==> src/rtl/key_lut_writer.sv <==
// Runtime writer for a packed {key,data} lookup bus: a request accepted at edge T completes at T+1, and wr_ready is low while busy.
// Optional KEY_LUT_WRITER_OVERWRITE_EN: a miss on a full table replaces a round-robin victim instead of being dropped.
module key_lut_writer #(
  parameter int NR_KEY   = 4,
  parameter int KEY_LEN  = 2,
  parameter int DATA_LEN = 1
) (
  input  logic                                    clk,
  input  logic                                    rst_n,
  input  logic                                    wr_valid,
  output logic                                    wr_ready,
  input  logic                                    wr_del,
  input  logic [KEY_LEN-1:0]                      wr_key,
  input  logic [DATA_LEN-1:0]                     wr_data,
  input  logic                                    clr,
  output logic                                    wr_done,
  output logic                                    wr_hit,
  output logic                                    wr_err,
  output logic                                    busy,
  output logic [$clog2(NR_KEY+1)-1:0]             count,
  output logic [NR_KEY-1:0]                       valid_mask,
  output logic [NR_KEY*(KEY_LEN+DATA_LEN)-1:0]    lut
);

  localparam int EW = KEY_LEN + DATA_LEN;
  localparam int CW = $clog2(NR_KEY + 1);
  localparam int IW = $clog2(NR_KEY);
  localparam logic [CW-1:0] CNT_ONE  = CW'(1);
  localparam logic [IW-1:0] LAST_IDX = IW'(NR_KEY - 1);

  typedef enum logic [1:0] {IDLE, MATCH, CLEAR} state_e;

  state_e                state_q;
  logic [KEY_LEN-1:0]    key_q  [NR_KEY];
  logic [DATA_LEN-1:0]   data_q [NR_KEY];
  logic [NR_KEY-1:0]     valid_q;
  logic [CW-1:0]         count_q;
  logic [IW-1:0]         idx_q;
  logic                  lat_del_q;
  logic [KEY_LEN-1:0]    lat_key_q;
  logic [DATA_LEN-1:0]   lat_data_q;
  logic                  wr_ready_q;
  logic                  wr_done_q;
  logic                  wr_hit_q;
  logic                  wr_err_q;
  logic                  busy_q;
`ifdef KEY_LUT_WRITER_OVERWRITE_EN
  logic [IW-1:0]         rr_ptr_q;
`endif

  // Parallel key compare and lowest-index free-slot search; descending loop lets the lowest index win.
  logic                  hit_any;
  logic [IW-1:0]         hit_idx;
  logic                  free_any;
  logic [IW-1:0]         free_idx;

  always_comb begin
    hit_any  = 1'b0;
    hit_idx  = '0;
    free_any = 1'b0;
    free_idx = '0;
    for (int n = NR_KEY - 1; n >= 0; n--) begin
      if (valid_q[n] && (key_q[n] == lat_key_q)) begin
        hit_any = 1'b1;
        hit_idx = IW'(n);
      end
      if (!valid_q[n]) begin
        free_any = 1'b1;
        free_idx = IW'(n);
      end
    end
  end

  always_ff @(posedge clk or negedge rst_n) begin
    if (!rst_n) begin
      state_q    <= IDLE;
      valid_q    <= '0;
      count_q    <= '0;
      idx_q      <= '0;
      lat_del_q  <= 1'b0;
      lat_key_q  <= '0;
      lat_data_q <= '0;
      wr_ready_q <= 1'b0;
      wr_done_q  <= 1'b0;
      wr_hit_q   <= 1'b0;
      wr_err_q   <= 1'b0;
      busy_q     <= 1'b0;
`ifdef KEY_LUT_WRITER_OVERWRITE_EN
      rr_ptr_q   <= '0;
`endif
      for (int n = 0; n < NR_KEY; n++) begin
        key_q[n]  <= '0;
        data_q[n] <= '0;
      end
    end else begin
      wr_done_q <= 1'b0;
      wr_hit_q  <= 1'b0;
      wr_err_q  <= 1'b0;
      case (state_q)
        IDLE: begin
          if (clr) begin
            state_q    <= CLEAR;
            idx_q      <= '0;
            wr_ready_q <= 1'b0;
            busy_q     <= 1'b1;
          end else if (wr_valid && wr_ready_q) begin
            state_q    <= MATCH;
            lat_del_q  <= wr_del;
            lat_key_q  <= wr_key;
            lat_data_q <= wr_data;
            wr_ready_q <= 1'b0;
            busy_q     <= 1'b1;
          end else begin
            wr_ready_q <= 1'b1;
          end
        end

        MATCH: begin
          state_q    <= IDLE;
          wr_ready_q <= 1'b1;
          busy_q     <= 1'b0;
          wr_done_q  <= 1'b1;
          if (lat_del_q) begin
            if (hit_any) begin
              key_q[hit_idx]   <= '0;
              data_q[hit_idx]  <= '0;
              valid_q[hit_idx] <= 1'b0;
              count_q          <= count_q - CNT_ONE;
              wr_hit_q         <= 1'b1;
            end else begin
              wr_err_q <= 1'b1;
            end
          end else if (hit_any) begin
            data_q[hit_idx] <= lat_data_q;
            wr_hit_q        <= 1'b1;
          end else if (free_any) begin
            key_q[free_idx]   <= lat_key_q;
            data_q[free_idx]  <= lat_data_q;
            valid_q[free_idx] <= 1'b1;
            count_q           <= count_q + CNT_ONE;
          end else begin
`ifdef KEY_LUT_WRITER_OVERWRITE_EN
            // Victim stays valid, so count is unchanged; the missed key cannot duplicate another.
            key_q[rr_ptr_q]  <= lat_key_q;
            data_q[rr_ptr_q] <= lat_data_q;
            rr_ptr_q         <= (rr_ptr_q == LAST_IDX) ? '0 : rr_ptr_q + IW'(1);
`else
            wr_err_q <= 1'b1;
`endif
          end
        end

        CLEAR: begin
          key_q[idx_q]   <= '0;
          data_q[idx_q]  <= '0;
          valid_q[idx_q] <= 1'b0;
          if (idx_q == LAST_IDX) begin
            state_q    <= IDLE;
            count_q    <= '0;
            wr_ready_q <= 1'b1;
            busy_q     <= 1'b0;
          end else begin
            idx_q <= idx_q + IW'(1);
          end
        end

        default: state_q <= IDLE;
      endcase
    end
  end

  // Invalid entries are kept zeroed, so the bus needs no masking here.
  for (genvar n = 0; n < NR_KEY; n++) begin : g_lut
    assign lut[EW*n +: EW] = {key_q[n], data_q[n]};
  end

  assign wr_ready   = wr_ready_q;
  assign wr_done    = wr_done_q;
  assign wr_hit     = wr_hit_q;
  assign wr_err     = wr_err_q;
  assign busy       = busy_q;
  assign count      = count_q;
  assign valid_mask = valid_q;

endmodule

==> config.mk <==
export PLATFORM = sky130hd
export DESIGN_NAME = key_lut_writer
export DESIGN_NICKNAME = d
export VERILOG_FILES = /design/src/rtl/key_lut_writer.sv
export SDC_FILE = /design/constraint.sdc
export NUM_CORES = 1
export LEC_CHECK = 0
export ABC_AREA = 1
export BUFFER_PORTS_ARGS = -buffer_cell sky130_fd_sc_hd__buf_2
export CORE_MARGIN = 5
export CORE_UTILIZATION = 55
export CTS_CLUSTER_SIZE = 16
export DETAILED_ROUTE_END_ITERATION = 10
export PLACE_DENSITY = 0.82
export REMOVE_ABC_BUFFERS = 1
export SLEW_MARGIN = 25
export SYNTH_ARGS = -nofsm -noshare
export SYNTH_HDL_FRONTEND = slang
export SYNTH_SLANG_ARGS = --single-unit
==> constraint.sdc <==
create_clock -name clk -period 2.6 [get_ports clk]
set_clock_uncertainty 0.15 [all_clocks]
set_input_delay 0.13 -clock clk [delete_from_list [all_inputs] [get_ports clk]]
set_output_delay 0.13 -clock clk [all_outputs]
set_load 0.03 [all_outputs]
# --- Word-level counts from Yosys, hierarchy flattened ---
# Index checks and enable logic that the tools add are counted.
op_classes:
  n_addsub: 3
  order_cmp: 12
  eq_ne: 15
  n_mux: 81
  bitwise_logic: 17
  n_reduce_logical: 23
ops:
  columns: ["cell", "count"]
  rows:
  - ["2-to-1 mux 2 bit", 16]
  - ["2-to-1 mux 4 bit", 8]
  - ["2-to-1 mux 8 bit", 4]
  - ["2-to-1 mux 1 bit", 28]
  - ["bitwise AND 4 bit", 4]
  - ["bitwise AND 8 bit", 2]
  - ["NOT 4 bit", 4]
  - ["NOT 8 bit", 2]
  - ["one-hot mux 4 bit (2 select lines)", 2]
  - ["one-hot mux 8 bit (2 select lines)", 1]
  - ["2-to-1 mux 3 bit", 5]
  - ["!= test 3 bit, second input constant", 5]
  - ["demux 1 bit (select 2 bit)", 6]
  - ["demux 2 bit (select 2 bit)", 3]
  - ["AND reduction 3 bit", 4]
  - ["logical AND 1 bit", 11]
  - [">= comparator 3 bit, second input constant", 3]
  - ["less-than comparator 2 x 3 -> 1 bit, second input constant", 3]
  - ["less-than comparator 3 x 1 -> 1 bit, second input constant", 3]
  - ["NOT 2 -> 3 bit", 3]
  - ["bitwise mux 4 bit", 2]
  - ["bitwise mux 8 bit", 1]
  - ["== test 2 bit", 4]
  - ["one-hot mux 2 bit (2 select lines)", 2]
  - ["other kinds (17)", 25]
word_totals:
  regBits: 32
  input_bits: 8
  wordCells: 171

# --- Depth between registers and ports, before layout ---
logic_depth:
  word_depth: 16
  depth_mapped: 14

# --- Worst setup path after synthesis ---
# No wires, ideal clock.
synth_path:
  path_type: "reg2reg"
  start: "register key_q (netlist bit lut[5])"
  end: "register valid_q[1], in the netlist valid_mask[1]"
  setup_time_ns: 0.066
  arrival_ns: 1.686
  required_time_ns: 2.384
  path_slack_ns: 0.698
  stages_incl_launch_ff: 14
  period_less_slack_ns: 1.902
  path_cell_list: "dfrtp_1 > inv_1 > nand2_1 > nand2_1 > nand3_1 > nand2_2 > nor2_4 > nand2_2 > nand3_2 > nand2_4 > nor2_4 > buf_6 > nand2_1 > nand2_1"
synth_via:
  elab_chain_cells: 13
  word_cells_on_any_way: 19
  classes_between: "order compare (2); eq/ne (3); mux (9); bitwise (2); reduce/logical (3)"
synth_lines:
  columns: ["item", "line", "text"]
  rows:
  - ["from (decl)", "34", "logic [KEY_LEN-1:0] key_q [NR_KEY];"]
  - ["from (signal, indexed assignment)", "137", "key_q[free_idx] <= lat_key_q;"]
  - ["== test 2 bit *", "63", "if (valid_q[n] && (key_q[n] == lat_key_q)) begin"]
  - ["logical AND 1 bit *", "63", null]
  - ["2-to-1 mux 2 bit (2 in a row)", "63", null]
  - ["less-than comparator 2 x 3 -> 1 bit (implied by the code) or >= comparator 2 x 1 -> 1 bit (tied branches)", "127", "valid_q[hit_idx] <= 1'b0;"]
  - ["logical AND 1 bit (implied by the code)", "127", null]
  - ["2-to-1 mux 1 bit (implied by the code)", "127", null]
  - ["demux 1 bit (select 2 bit)", "127", null]
  - ["NOT 4 bit (no source line)", null, null]
  - ["bitwise AND 4 bit (no source line)", null, null]
  - ["2-to-1 mux 4 bit", "124", "if (hit_any) begin"]
  - ["2-to-1 mux 4 bit", "123", "if (lat_del_q) begin"]
  - ["one-hot mux 4 bit (2 select lines)", "99", "case (state_q)"]
  - ["to (signal, indexed assignment)", "127", null]
  - ["to (signal, indexed assignment)", "139", "valid_q[free_idx] <= 1'b1;"]
  - ["to (signal, indexed assignment)", "156", "valid_q[idx_q] <= 1'b0;"]
  - ["to (decl)", "36", "logic [NR_KEY-1:0] valid_q;"]
# Mark *: on every way between the ends. The rest lies on a longest branch, timed or not. The select of a mux whose other input is x is not followed.
# A chain may end at the register's enable or synchronous reset.

# --- Final worst setup path ---
layout_path:
  start: "register lat_key_q[0]"
  end: "register key_q (netlist bit lut[5])"
layout_via:
  elab_chain_cells: 16
  word_cells_on_any_way: 30
  classes_between: "order compare (2); eq/ne (6); mux (13); bitwise (3); reduce/logical (6)"
layout_lines:
  columns: ["item", "line", "text"]
  rows:
  - ["from (decl)", "40", "logic [KEY_LEN-1:0] lat_key_q;"]
  - ["from (signal assigned)", "109", "lat_key_q <= wr_key;"]
  - ["== test 2 bit", "63", null]
  - ["logical AND 1 bit", "63", null]
  - ["2-to-1 mux 2 bit (4 in a row)", "63", null]
  - ["NOT 2 -> 3 bit (implied by the code)", "125", "key_q[hit_idx] <= '0;"]
  - [">= comparator 3 bit (implied by the code) or less-than comparator 3 x 1 -> 1 bit (tied branches)", "125", null]
  - ["logical AND 1 bit (implied by the code)", "125", null]
  - ["2-to-1 mux 2 bit (implied by the code)", "125", null]
  - ["demux 2 bit (select 2 bit)", "125", null]
  - ["NOT 8 bit (no source line)", null, null]
  - ["bitwise AND 8 bit (no source line)", null, null]
  - ["2-to-1 mux 8 bit", "124", null]
  - ["2-to-1 mux 8 bit", "123", null]
  - ["one-hot mux 8 bit (2 select lines)", "99", null]
# Parallel ways exist; a longest one is shown, timed or not. The select of a mux whose other input is x is not followed.

==> results.txt <==
status: completed
row count: 23
slowest CP cell: dfrtp_1
setup TNS: 0 ns
multi-input gate area in the final layout: 1244 um2
Starting Density: 56.40%
syn_area_per_cell: 6.596 um2
Final Max Slew Viols: 0
layout cells sized above 1: 14.51%
# fillers: 372
Crit path depth: 13
Final Hold Slack: 0.05666 ns
Tcrit/Tclk final: 83.44%
RSZ-0062 raised after global routing: false
sequential cell area: 800.8 um2
Worst Path Max Fanout: 12
Sink Count: 32
routed vias/inst: 5.411
DR WL/cell: 13.49 um
DR pass1 iterations: 5
Die Width: 74.05 um
DIE HEIGHT: 74.05 um
number of port buffers: 31
ANT nets after route: 0
Max Root-Sink Buffers: 2
Yosys warnings: 0
Synth Flop Type: dfrtp_1
sequential share of the synthesized area: 35.50%
Clk Latency, worst-skew pair: 0.29 ns
clock slew at reported path FFs: 0.07 ns
Critical Path Most Common Cell: nand2_1
Post-synth EDFFs: 0
# IOs: 32
post-synth design cell area: 2256 um2
1st-iter DRT viols: 192
n_diodes: 0
Synth Instances: 342
critical path cell sequence: inv_2 -> nand2_1 -> nand2_1 -> nor2_1 -> nand2_1 -> nand2_2 -> nor2_4 -> nand2_2 -> nand3_2 -> nand2_4 -> nor2_4 -> nand2_1 -> nand2_1
post_cts resized: 0
Post-route DRC: 0
Fin. Hold Viols: 0
GRT Util Overall: 23.99%
final setup fails: 0
Detailed Route WL: 5882 um
Pwr Density: 1244 nW/um2
max_slew headroom: 51.75%
total CTS buffers: 5
max-capacitance violation count: 0
largest net degree at the start of global routing: 33
Post-synth ARST share: 100.0%
vias in the first global route: 2188
worst-margin pin slew: 0.7237 ns
first-pass GRT wire length: 9998 um
hold path cells: 4
CP Launch Type: flip-flop
Max VDD drop: 720.0 uV
leak pwr: 1.485 nW
FF-to-FF path depth: 13
Crit Path Class: flip-flop to flip-flop
cell family with most CP delay: simple AND/OR/NAND/NOR gates
largest stage delay on the critical path: 0.46 ns
global route overflow: 0
die area: 5483 um2
upper clock frequency limit: 461.0 MHz
Placer Congestion: 0.9809
Root Buffer: clkbuf_8
antenna violations before repair: 0
HP Class: input port to flip-flop
internal reg-to-reg setup slack: 0.43 ns
Vias: 2359
HPWL Detailed: 4442 um
CP endpoint kind: flip-flop
Worst EP arrival: 2.24 ns
post-synthesis cell type count: 29
fin nets: 402
area grow syn2layout: 18.03%
H-tree Lvls: 2
Final Critical Period: 2.169 ns
CTS tree: built
required time worst endpoint: 2.67 ns
Worst Path Buf+Inv: 1
core area: 4000 um2
Synth Register Bits: 32
## cell usage in the layout, fill, tap and decap left out, drive strengths merged, types with 3 or more instances in the layout
cell type / instances
nand2: 120
inv: 49
nor2: 40
buf: 35
dfrtp: 32
nand3: 29
o21ai: 24
a21oi: 19
ha: 8
clkbuf: 7
dlygate4sd3: 6
nand4: 4
o22ai: 3
## logic make-up after synthesis
group / synth area share (%)
AOI/OAI and AO/OA: 11.81
buffers and inverters: 9.373
DFF: 35.50
and+or+nand+nor: 36.72
muxes: 0.4991
adders and majority gates: 5.325
xor gates and xnor gates: 0.7766
## per-stage QoR
| step | power, mW | util [%] | worst slack (ns) | instances | cell area [um2] |
|---|---|---|---|---|---|
| 3_3_place_gp | 2.706 | 61.90 | 0.5114 | 422 | 2476 |
| 2_1_floorplan | 2.219 | - | 0.5770 | 337 | 2228 |
| 5_1_grt | 3.612 | 66.56 | 0.1246 | 436 | 2663 |
| 6_report | 3.311 | 66.56 | 0.4306 | 436 | 2663 |
| 3_5_place_dp | 2.768 | 61.90 | 0.4615 | 422 | 2476 |
| 4_1_cts | 3.313 | 66.56 | 0.4415 | 436 | 2663 |
## synth_stat cells, drive strengths merged, types with 2 or more instances
cell type,count,area (um2)
o21ai,24,120.1
clkbuf,2,7.510
ha,8,100.1
nand3,29,160.2
nor2,40,165.2
nand2,120,465.5
dfrtp,32,800.8
inv,49,183.9
o22ai,3,18.77
a21oi,19,106.4
buf,3,20.01
nand4,4,25.02
## per-layer routing
layer | global-route usage [%] | vias to the layer above | wire [um]
met2 | 41.04 | 70 | 2834
li1 | - | 1159 | -
met4 | 9.256 | 0 | 109
met3 | 5.000 | 9 | 386
met1 | 29.61 | 1121 | 2551
met5 | 0 | - | 0
## power breakdown
part | internal (mW) | leakage [nW] | total [mW] | switching [mW]
Combinational | 0.578 | 1.01 | 1.87 | 1.29
Clock | 0.338 | 0.0645 | 0.527 | 0.189
Sequential | 0.681 | 0.416 | 0.914 | 0.233
Total | 1.60 | 1.49 | 3.31 | 1.71
## what timing repair did
action                    4_1_cts  5_1_grt
hold endpoints to repair       37        0
hold buffers                    6        0
buffers inserted                0        0
## state kept, by name, indices dropped and copies added (netlist names)
signal	count
busy	1
count	3
idx_q	2
lat_data_q	1
lat_del_q	1
lat_key_q	2
lut	12
state_q	2
valid_mask	4
wr_done	1
wr_err	1
wr_hit	1
wr_ready	1
## final timing paths
path / from / end
setup / recovery: lat_key_q[0]$_DFFE_PN0P_ / lut[5]$_DFFE_PN0P_
hold / removal: wr_valid / busy$_DFFE_PN0P_
setup reg to reg: lat_key_q[0]$_DFFE_PN0P_ / lut[5]$_DFFE_PN0P_
hold reg to reg: lut[6]$_DFFE_PN0P_ / lut[6]$_DFFE_PN0P_
max in group asynchronous: rst_n / lut[4]$_DFFE_PN0P_
min in group asynchronous: rst_n / lat_key_q[1]$_DFFE_PN0P_
## tightest hold or removal path, delay by kind of cell
kind	cells	cell delay [ns]
buffers and inverters	1	0.07
AOI/OAI and AO/OA	1	0.08
and+or+nand+nor	2	0.16
## layout make-up
class | instances | share of cell area (%)
well taps | 50 | 2.350
clock inverters | 1 | 1.128
multi-input cells | 256 | 46.71
repair buffers | 41 | 9.211
clock buffers | 7 | 3.618
inverters | 49 | 6.908
flip-flops and latches | 32 | 30.08
Note: power is estimated with default switching activity, not from simulation.
